==> config.mk <==
export PLATFORM = sky130hd
export DESIGN_NAME = p405s_lit_cntl_dcd
export DESIGN_NICKNAME = d
export VERILOG_FILES = /design/src/rtl/p405s_lit_cntl_dcd.sv
export SDC_FILE = /design/constraint.sdc
export NUM_CORES = 1
export LEC_CHECK = 0
export ABC_AREA = 1
export CORE_ASPECT_RATIO = 1.4
export CORE_UTILIZATION = 43
export DETAILED_ROUTE_END_ITERATION = 10
export GPL_ROUTABILITY_DRIVEN = 0
export GPL_TIMING_DRIVEN = 0
export PLACE_DENSITY = 0.81
export SETUP_SLACK_MARGIN = 0.5
export SYNTH_ARGS = -nofsm -noshare
export SYNTH_HDL_FRONTEND = slang
export SYNTH_SLANG_ARGS = --single-unit
==> constraint.sdc <==
create_clock -name CB -period 3.1 [get_ports CB]
set_input_delay 0.62 -clock CB [delete_from_list [all_inputs] [get_ports CB]]
set_output_delay 0.62 -clock CB [all_outputs]
set_load 0.005 [all_outputs]
==> src/rtl/p405s_lit_cntl_dcd.sv <==
// Decode-side literal-control producer: registers one instruction, decodes its immediate form and
// sequences two-beat DCR moves. Define P405S_LIT_PARITY_EN to register even parity on litPar.
module p405s_lit_cntl_dcd #(
   parameter logic [0:4]  IDLE_LITCNTL = 5'b00100,
   parameter int unsigned DCR_BEATS    = 2
) (
   input  logic         CB,
   input  logic         reset,
   input  logic         instVld,
   input  logic [0:31]  instr,
   output logic         dcdRdy,
   input  logic         exeHold,
   input  logic         flush,
   output logic         litVld,
   output logic [0:4]   litCntl,
   output logic [11:31] PCL_dcdImmd,
   output logic         litPar
);

   typedef enum logic [1:0] {IDLE, DCR_ADDR, DCR_DATA} state_t;

   state_t        state;
   state_t        nextState;
   logic          accept;
   logic          litVld_p0;
   logic [0:4]    litCntl_p0;
   logic [11:31]  dcdImmd_p0;
   logic          unusedRtRa;

   function automatic logic [0:4] decodeLit(input logic [0:5] opcd, input logic [0:9] xo);
      logic [0:4] lit;
      lit = IDLE_LITCNTL;
      case (opcd) inside
         6'd7, 6'd8, 6'd12, 6'd14, [6'd32:6'd47]: lit = 5'b10000;
         6'd15, 6'd25, 6'd27, 6'd29:              lit = 5'b11100;
         6'd24, 6'd26, 6'd28:                     lit = 5'b00000;
         6'd20, 6'd21:                            lit = 5'b00010;
         6'd31: begin
            case (xo)
               10'd339, 10'd467, 10'd323, 10'd451: lit = 5'b00001;
               10'd146:                            lit = 5'b00101;
               default:                            lit = IDLE_LITCNTL;
            endcase
         end
         default: lit = IDLE_LITCNTL;
      endcase
      return lit;
   endfunction

   function automatic logic isDcr(input logic [0:5] opcd, input logic [0:9] xo);
      return (opcd == 6'd31) && ((xo == 10'd323) || (xo == 10'd451));
   endfunction

   function automatic logic evenPar(input logic [0:4] cntl, input logic [11:31] immd);
      return ^{cntl, immd};
   endfunction

   // RT/RA fields play no part in literal generation
   assign unusedRtRa = ^instr[6:10];

   // DCR_DATA frees the slot in the cycle it retires, allowing a back-to-back load
   assign dcdRdy = ~reset & ~flush & ~exeHold & ((state == IDLE) || (state == DCR_DATA));
   assign accept = instVld & dcdRdy;

   // Stage p0: next literal controls from FSM beat or newly accepted instruction
   always_comb begin
      nextState  = IDLE;
      litVld_p0  = 1'b0;
      litCntl_p0 = IDLE_LITCNTL;
      dcdImmd_p0 = PCL_dcdImmd;
      if (state == DCR_ADDR) begin
         nextState  = DCR_DATA;
         litVld_p0  = 1'b1;
         litCntl_p0 = 5'b00100;
      end else if (accept) begin
         litVld_p0  = 1'b1;
         litCntl_p0 = decodeLit(instr[0:5], instr[21:30]);
         dcdImmd_p0 = instr[11:31];
         if (isDcr(instr[0:5], instr[21:30]) && (DCR_BEATS == 2))
            nextState = DCR_ADDR;
      end
   end

   // Stage p1: output register toward EXE
   always_ff @(posedge CB) begin
      if (reset) begin
         state       <= IDLE;
         litVld      <= 1'b0;
         litCntl     <= IDLE_LITCNTL;
         PCL_dcdImmd <= '0;
      end else if (flush) begin
         state       <= IDLE;
         litVld      <= 1'b0;
         litCntl     <= IDLE_LITCNTL;
      end else if (!exeHold) begin
         state       <= nextState;
         litVld      <= litVld_p0;
         litCntl     <= litCntl_p0;
         PCL_dcdImmd <= dcdImmd_p0;
      end
   end

`ifdef P405S_LIT_PARITY_EN
   always_ff @(posedge CB) begin
      if (reset || flush)
         litPar <= 1'b0;
      else if (!exeHold)
         litPar <= evenPar(litCntl_p0, dcdImmd_p0);
   end
`else
   assign litPar = 1'b0;
`endif

endmodule

==> metrics.cfg, run 1 <==
[outcome]
status=finished with violations
violations=design-rule violations

[cts]
cts_resized=2
ctsLongestPathBuffers=2
cts.sinks=29
tritoncts.num_buffers=5
insertion_delay_ns=0.28
cts_root_buf=sky130_fd_sc_hd__clkbuf_8
ctsHoldBuffers=0
clk_pin_slew_worst_paths_ns=0.06
cts-htree-levels=2
clock_tree_from_tritoncts=yes
cts.repair_timing.setup_buffer_count=0

[sta]
finalSetupViolations=0
unrepaired_setup_endpoints_after_global_routing=no
hold_viol=0
remaining_max_slew_budget_at_the_tightest_pin_pct=53.31
period_needed_ns=2.318
drv_slew=0
worst_slack_ns=0.7822
clock.fmax_mhz=431.5
timing.clock.skew_ns=0.003577
max_slew.worst_pin.slew_ns=0.7004
period_utilization_post_route_pct=74.77
fin_setup_tns_ns=0

[synthesis]
synthesis.nets=219
syn-instance-count=182
synth.yosys.warnings=0
ys_types=23
synth_area_per_cell_sq_um=7.638
mappedNetlistArea_sq_um=1390
postSynthRegisterBits=29
synth_seq_area_share_pct=41.76

[run]
maxCapViolCount=0

[finish]
drive_gt1_share_pct=23.39
multi_input_gate_area_in_the_final_layout_sq_um=686.9
num-nets-final=284
diodes=0
fillers=276
final_design_area_no_fill_sq_um=2118
post_layout_nonfiller_instances=287
seq_area_sq_um=580.6
layout.core_utilization_pct=68.49
syn2layout_area_growth_pct=52.39

[routing]
num_vias=1287
dr.first_iter.drc_count=27
totalWireLength_mm=3.053
antenna_left=0
post-route-drc-count=2
wl_per_cell_um=10.64
detail_route.vias_per_cell=4.484
first_pass_iters=7

[worst_setup_path]
regToRegEndpoint=PCL_dcdImmd[29]$_SDFFE_PP0P_
worst_setup_path_start_kind=input pin
timing.critical_path.to_type=primary output
timing.rr.start=state[0]$_SDFFE_PP0N_
timing.critical_path.slowest_cell_delay_ns=0.44
worst-endpoint-arrival_ns=1.70
r2r_setup_slack_ns=1.92
critical_path_required_ns=2.48
critPathSlowestCell=sky130_fd_sc_hd__clkdlybuf4s50_1
path_class=input pin to primary output
timing.critical_path.fanout_max=7
timing.critical_path.cells=clkdlybuf4s50_1 > nor2_4 > inv_2 > nor3_4 > dlygate4sd2_1
timing.reg2reg.worst_path_depth=6

[grt]
grt_pass1_vias=1198
gr_util_all_layers_pct=20.12
grt_max_degree=11
antenna_found_initial=0
first_pass_grt_wire_length_mm=5.319
grt.overflow.total=0

[hold_path]
worst_hold_path.num_cells=2
holdCritStartpoint=litCntl[0]$_SDFFE_PP0N_
worst_hold_path_type=register to register
worstHoldEndpoint=litCntl[0]$_SDFFE_PP0N_

[die]
core-area_sq_um=3093
start_util_pct=44.94
chipWidth_um=50.06
die-height_um=69.28
pin_count=66
die_area_sq_um=3468
placementRows=24

[placed_design]
place_inst=279
dpl-instance-area_sq_um=2019
place_ws_ns=0.3983
count_of_input_and_output_buffers=58
detailed_placement_hpwl_mm=2.359

[power]
p_per_area_nw_per_um2=392.7
leakagePower_uw=0.0007959
max_vdd_drop_v=0.0002969

-- kinds of logic (layout without fill, tap and decap cells) --
kind of cell / count (synthesis) / in the layout / share of synthesized area (%)
AOI/OAI and AO/OA: 32 / 32 / 17.01
buffers and inverters: 24 / 90 / 8.821
DFF: 29 / 29 / 41.76
other: 1 / 1 / 0.2698
and+or+nand+nor: 96 / 96 / 32.13
-- power by group --
part / leakage, uW / internal (uW) / switching [uW]
clock network: 0.0000542 / 200 / 134
logic: 0.000507 / 62.8 / 51.4
registers: 0.000235 / 380 / 3.25
-- through the flow --
step / total power [uW] / hold slack, ns
after global placement: 505.6 / 0.4535
after floorplan: 438.4 / 0.4440
after detailed placement: 506.6 / 0.4497
after CTS: 841.4 / 0.4580
after global routing: 868.4 / 0.4857
final: 831.9 / 0.4572
-- cells in the final DEF, fill, tap and decap left out, types with 2 or more instances in the layout --
| cell type | instances |
|---|---|
| sky130_fd_sc_hd__buf_8 | 2 |
| sky130_fd_sc_hd__dfxtp_1 | 29 |
| sky130_fd_sc_hd__clkbuf_8 | 7 |
| sky130_fd_sc_hd__nor3_1 | 2 |
| sky130_fd_sc_hd__nand2_2 | 20 |
| sky130_fd_sc_hd__nand3_1 | 6 |
| sky130_fd_sc_hd__a21oi_1 | 10 |
| sky130_fd_sc_hd__clkdlybuf4s50_1 | 56 |
| sky130_fd_sc_hd__a21oi_2 | 19 |
| sky130_fd_sc_hd__nor2_1 | 13 |
| sky130_fd_sc_hd__inv_1 | 14 |
| sky130_fd_sc_hd__nand2_1 | 51 |
| sky130_fd_sc_hd__dlygate4sd2_1 | 2 |
| sky130_fd_sc_hd__buf_2 | 3 |
| sky130_fd_sc_hd__clkbuf_1 | 2 |
-- registers in the layout, summed over array words and instances, names as in the netlist --
register and count:
PCL_dcdImmd 21, litCntl 5, state 2, litVld 1
-- synthesized netlist by cell type (all sizes together) --
cell type,number,area [sq um]
clkbuf,2,7.510
or2,1,6.260
a21oi,29,216.5
o21a,1,7.510
o21ai,1,5.000
dfxtp,29,580.6
nand3,6,30.03
nor3,3,26.28
buf,6,52.55
nor2,14,60.06
nand2,71,316.6
a211oi,1,7.510
conb,1,3.750
nor3b,1,7.510
inv,16,62.56
-- worst max-delay path by stage --
stage	start	endpoint	slack [ns]	cells past startpoint
after floorplan	exeHold	dcdRdy	1.49	2
after global placement	reset	dcdRdy	0.41	5
after detailed placement	reset	dcdRdy	0.40	5
after CTS	flush	dcdRdy	0.77	5
after global routing	flush	dcdRdy	0.68	5
final	flush	dcdRdy	0.78	5
-- area by class of cell --
| type | instances | area share [%] |
|---|---|---|
| plain buffers | 8 | 2.835 |
| inverters | 16 | 2.953 |
| multi-input cells | 129 | 32.43 |
| clock buffers | 7 | 4.548 |
| repair buffers | 58 | 27.29 |
| well taps | 39 | 2.304 |
| clock inverters | 1 | 0.2363 |
| flip-flops and latches | 29 | 27.41 |
-- routing by layer --
metal	part of all wire (%)	global-route usage (%)	up-vias
met1	44	24.52	539
met2	49	32.00	42
li1	-	-	701
met5	0	0	-
met4	0.98	7.619	0
met3	6.0	6.798	5
-- worst max-delay path: cells and delay by family --
family / cells / cell delay (ns)
buffers and inverters: 3 / 0.79
and+or+nand+nor: 2 / 0.28
Note: power is estimated with default switching activity, not from simulation.
==> inputs of run 2 (changes only) <==
--- a/config.mk
+++ b/config.mk
@@ -7,11 +7,11 @@
 export LEC_CHECK = 0
 export ABC_AREA = 1
 export CORE_ASPECT_RATIO = 1.4
-export CORE_UTILIZATION = 43
+export CORE_UTILIZATION = 36
 export DETAILED_ROUTE_END_ITERATION = 10
 export GPL_ROUTABILITY_DRIVEN = 0
 export GPL_TIMING_DRIVEN = 0
-export PLACE_DENSITY = 0.81
+export PLACE_DENSITY = 0.72
 export SETUP_SLACK_MARGIN = 0.5
 export SYNTH_ARGS = -nofsm -noshare
 export SYNTH_HDL_FRONTEND = slang
==> constraint.sdc (replaced) <==
create_clock -name CB -period 2.05 [get_ports CB]
set_input_delay 0.41 -clock CB [delete_from_list [all_inputs] [get_ports CB]]
set_output_delay 0.41 -clock CB [all_outputs]
set_load 0.005 [all_outputs]
==> run 2 against run 1 <==
  * The run now ends clean
  * First-iteration DRC count up 7.4%
  * Setup slack lost 0.24 ns
  * Utilization is 7.9 points lower
  * Critical path depth unchanged
  * Global-route usage is 2.0 points lower
  * Register-to-register slack lost 1.1 ns
  * Count of clock-buffer cells in the layout unchanged
  * Largest cell class is now non-clock buffers
==> metrics.cfg, run 2 (synthesized netlist as in run 1, its figures left out) <==
[grt]
first_pass_grt_wire_length_mm=5.313  ; -0.11%
grt_max_degree=11  ; unchanged
grt.overflow.total=0  ; unchanged
antenna_found_initial=0  ; unchanged
gr_util_all_layers_pct=18.07  ; -2.0 points
grt_pass1_vias=1217  ; +1.6%

[finish]
final_design_area_no_fill_sq_um=2227  ; +5.1%
diodes=0  ; unchanged
most_common_cell_after_layout_fill_and_taps_aside=sky130_fd_sc_hd__nand2_1
drive_gt1_share_pct=28.69  ; +5.3 points
syn2layout_area_growth_pct=60.22
fillers=334  ; +21%
largest_reg_flops=21  ; unchanged
num-nets-final=287  ; +1.1%
largest-register=PCL_dcdImmd
top_regs=PCL_dcdImmd (21), litCntl (5), state (2)
post_layout_nonfiller_instances=293  ; +2.1%
layout.cells.most_common_list=49 x sky130_fd_sc_hd__nand2_1, 32 x sky130_fd_sc_hd__clkdlybuf4s50_1, 24 x sky130_fd_sc_hd__dfxtp_1, 23 x sky130_fd_sc_hd__dlymetal6s2s_1, 22 x sky130_fd_sc_hd__nand2_2

[placed_design]
detailed_placement_hpwl_mm=2.400  ; +1.8%
place_inst=282  ; +1.1%
dpl-instance-area_sq_um=2023  ; +0.19%
count_of_input_and_output_buffers=58  ; unchanged

[worst_setup_path]
cp_num_buf_inv=3  ; unchanged
timing.critical_path.depth=5  ; unchanged
worst_path_top_cell_family_by_delay=buffers and inverters
timing.critical_path.fanout_max=3  ; -4
timing.critical_path.to_type=primary output
timing.critical_path.cells=clkdlybuf4s15_1 > nor2_4 > clkinv_4 > nor3_4 > buf_2
timing.reg2reg.worst_path_depth=6  ; unchanged
worst_setup_path_start_kind=input pin
path_class=input pin to primary output
timing.critical_path.slowest_cell_delay_ns=0.20  ; -0.24 ns
critPathSlowestCell=sky130_fd_sc_hd__clkdlybuf4s15_1
critical_path_required_ns=1.64  ; -0.84 ns
worst-endpoint-arrival_ns=1.10  ; -0.60 ns

[die]
pin_count=66  ; unchanged
placementRows=26  ; +8.3%
chipWidth_um=54.52  ; +8.9%
die-height_um=75.53  ; +9.0%
start_util_pct=37.81  ; -7.1 points
die_area_sq_um=4117  ; +19%
core-area_sq_um=3676  ; +19%

[cts]
cts.sinks=29  ; unchanged
cts-htree-levels=2  ; unchanged
cts_root_buf=sky130_fd_sc_hd__clkbuf_8
clk_pin_slew_worst_paths_ns=0.06  ; about the same
ctsHoldBuffers=0  ; unchanged
clock_tree_from_tritoncts=yes
insertion_delay_ns=0.27  ; about the same
ctsLongestPathBuffers=2  ; unchanged
tritoncts.num_buffers=5  ; unchanged

[routing]
post-route-drc-count=0  ; -2
detail_route.vias_per_cell=4.621  ; +3.1%
wl_per_cell_um=11.32  ; +6.4%
dr.first_iter.drc_count=29  ; +7.4%
num_vias=1354  ; +5.2%
totalWireLength_mm=3.316  ; +8.6%
first_pass_iters=4  ; -3
antenna_left=0  ; unchanged

[sta]
drv_slew=0  ; unchanged
fin_worst_hold_slack_ns=0.4575  ; +0.0002690 ns
timing.clock.skew_ns=0.002533  ; -0.001043 ns
period_utilization_post_route_pct=73.63
finalSetupViolations=0  ; unchanged
period_needed_ns=1.510
clock.fmax_mhz=662.5
remaining_max_slew_budget_at_the_tightest_pin_pct=53.27  ; about the same
hold_viol=0  ; unchanged
unrepaired_setup_endpoints_after_global_routing=yes
max_slew.worst_pin.slew_ns=0.7010  ; +0.0006053 ns

[hold_path]
worst_hold_path_type=input pin to register
worst_hold_path.num_cells=4  ; +2

[power]
p_per_area_nw_per_um2=572.5  ; +46%
max_vdd_drop_v=0.0004142  ; +39%
leakagePower_uw=0.001220  ; +53%

[run]
maxCapViolCount=0  ; unchanged

[outcome]
status=finished clean

-- run 2: changes by cell type in the layout (fill, tap and decap cells not counted), moves of 3 or more --
cell	previous run	this run
sky130_fd_sc_hd__clkdlybuf4s50_1	56	32
sky130_fd_sc_hd__dlymetal6s2s_1	0	23
sky130_fd_sc_hd__dfxtp_2	0	5
sky130_fd_sc_hd__dfxtp_1	29	24
sky130_fd_sc_hd__buf_4	1	4
-- run 2: area by class of cell --
type                       instances  area [sq um]  area share, %
buffer                             8         60.06          2.697
clock buffer                       7         96.34          4.326
clock inverter                     1         5.005         0.2247
inverter                          16         70.07          3.146
multi-input combinational        129         705.7          31.69
sequential                        29         586.8          26.35
tap                               42         52.55          2.360
timing repair buffer              61         650.6          29.21
-- run 2: timing repair --
action,in CTS,in global routing
buffers inserted,2,1
pin swaps,2,3
setup endpoints to repair,30,48
resized for setup,12,34
-- run 2: path summary, 6_finish.rpt --
kind | slack, ns | to | from
max | 0.54 | dcdRdy | flush
min | 0.46 | state[0]$_SDFFE_PP0N_ | reset
max reg2reg | 0.79 | PCL_dcdImmd[21]$_SDFFE_PP0P_ | state[0]$_SDFFE_PP0N_
min reg2reg | 0.46 | litCntl[0]$_SDFFE_PP0N_ | litCntl[0]$_SDFFE_PP0N_
-- run 2: per-stage QoR --
step           utilization [%]  total power, uW  setup TNS, ns  worst slack, ns
6_report                 60.59             1275              0           0.5405
5_1_grt                  60.59             1341              0           0.4729
4_1_cts                  58.13             1288              0           0.4726
3_5_place_dp             55.04            766.8        -0.2077          -0.2077
3_3_place_gp             55.04            766.1        -0.2050          -0.2050
2_1_floorplan                -            663.0              0           0.6932
-- run 2: tightest hold or removal path: stages --
cell and delay, ns:
sky130_fd_sc_hd__buf_2 0.14, sky130_fd_sc_hd__nor2_4 0.05, sky130_fd_sc_hd__clkinv_4 0.05, sky130_fd_sc_hd__a21oi_1 0.03
-- run 2: layer usage --
layer	GRT usage (%)	vias up	wire [um]
li1	-	706	-
met1	20.81	605	1442
met2	29.67	39	1660
met3	4.192	4	171
met4	10.83	0	42
met5	0	-	0
-- run 2: power by group --
| group | internal, uW | switching [uW] | total (uW) | leakage (uW) |
|---|---|---|---|---|
| logic | 95.5 | 83.4 | 179 | 0.000928 |
| registers | 575 | 4.79 | 579 | 0.000237 |
| clock network | 303 | 214 | 517 | 0.0000542 |
| total | 973 | 302 | 1270 | 0.00122 |
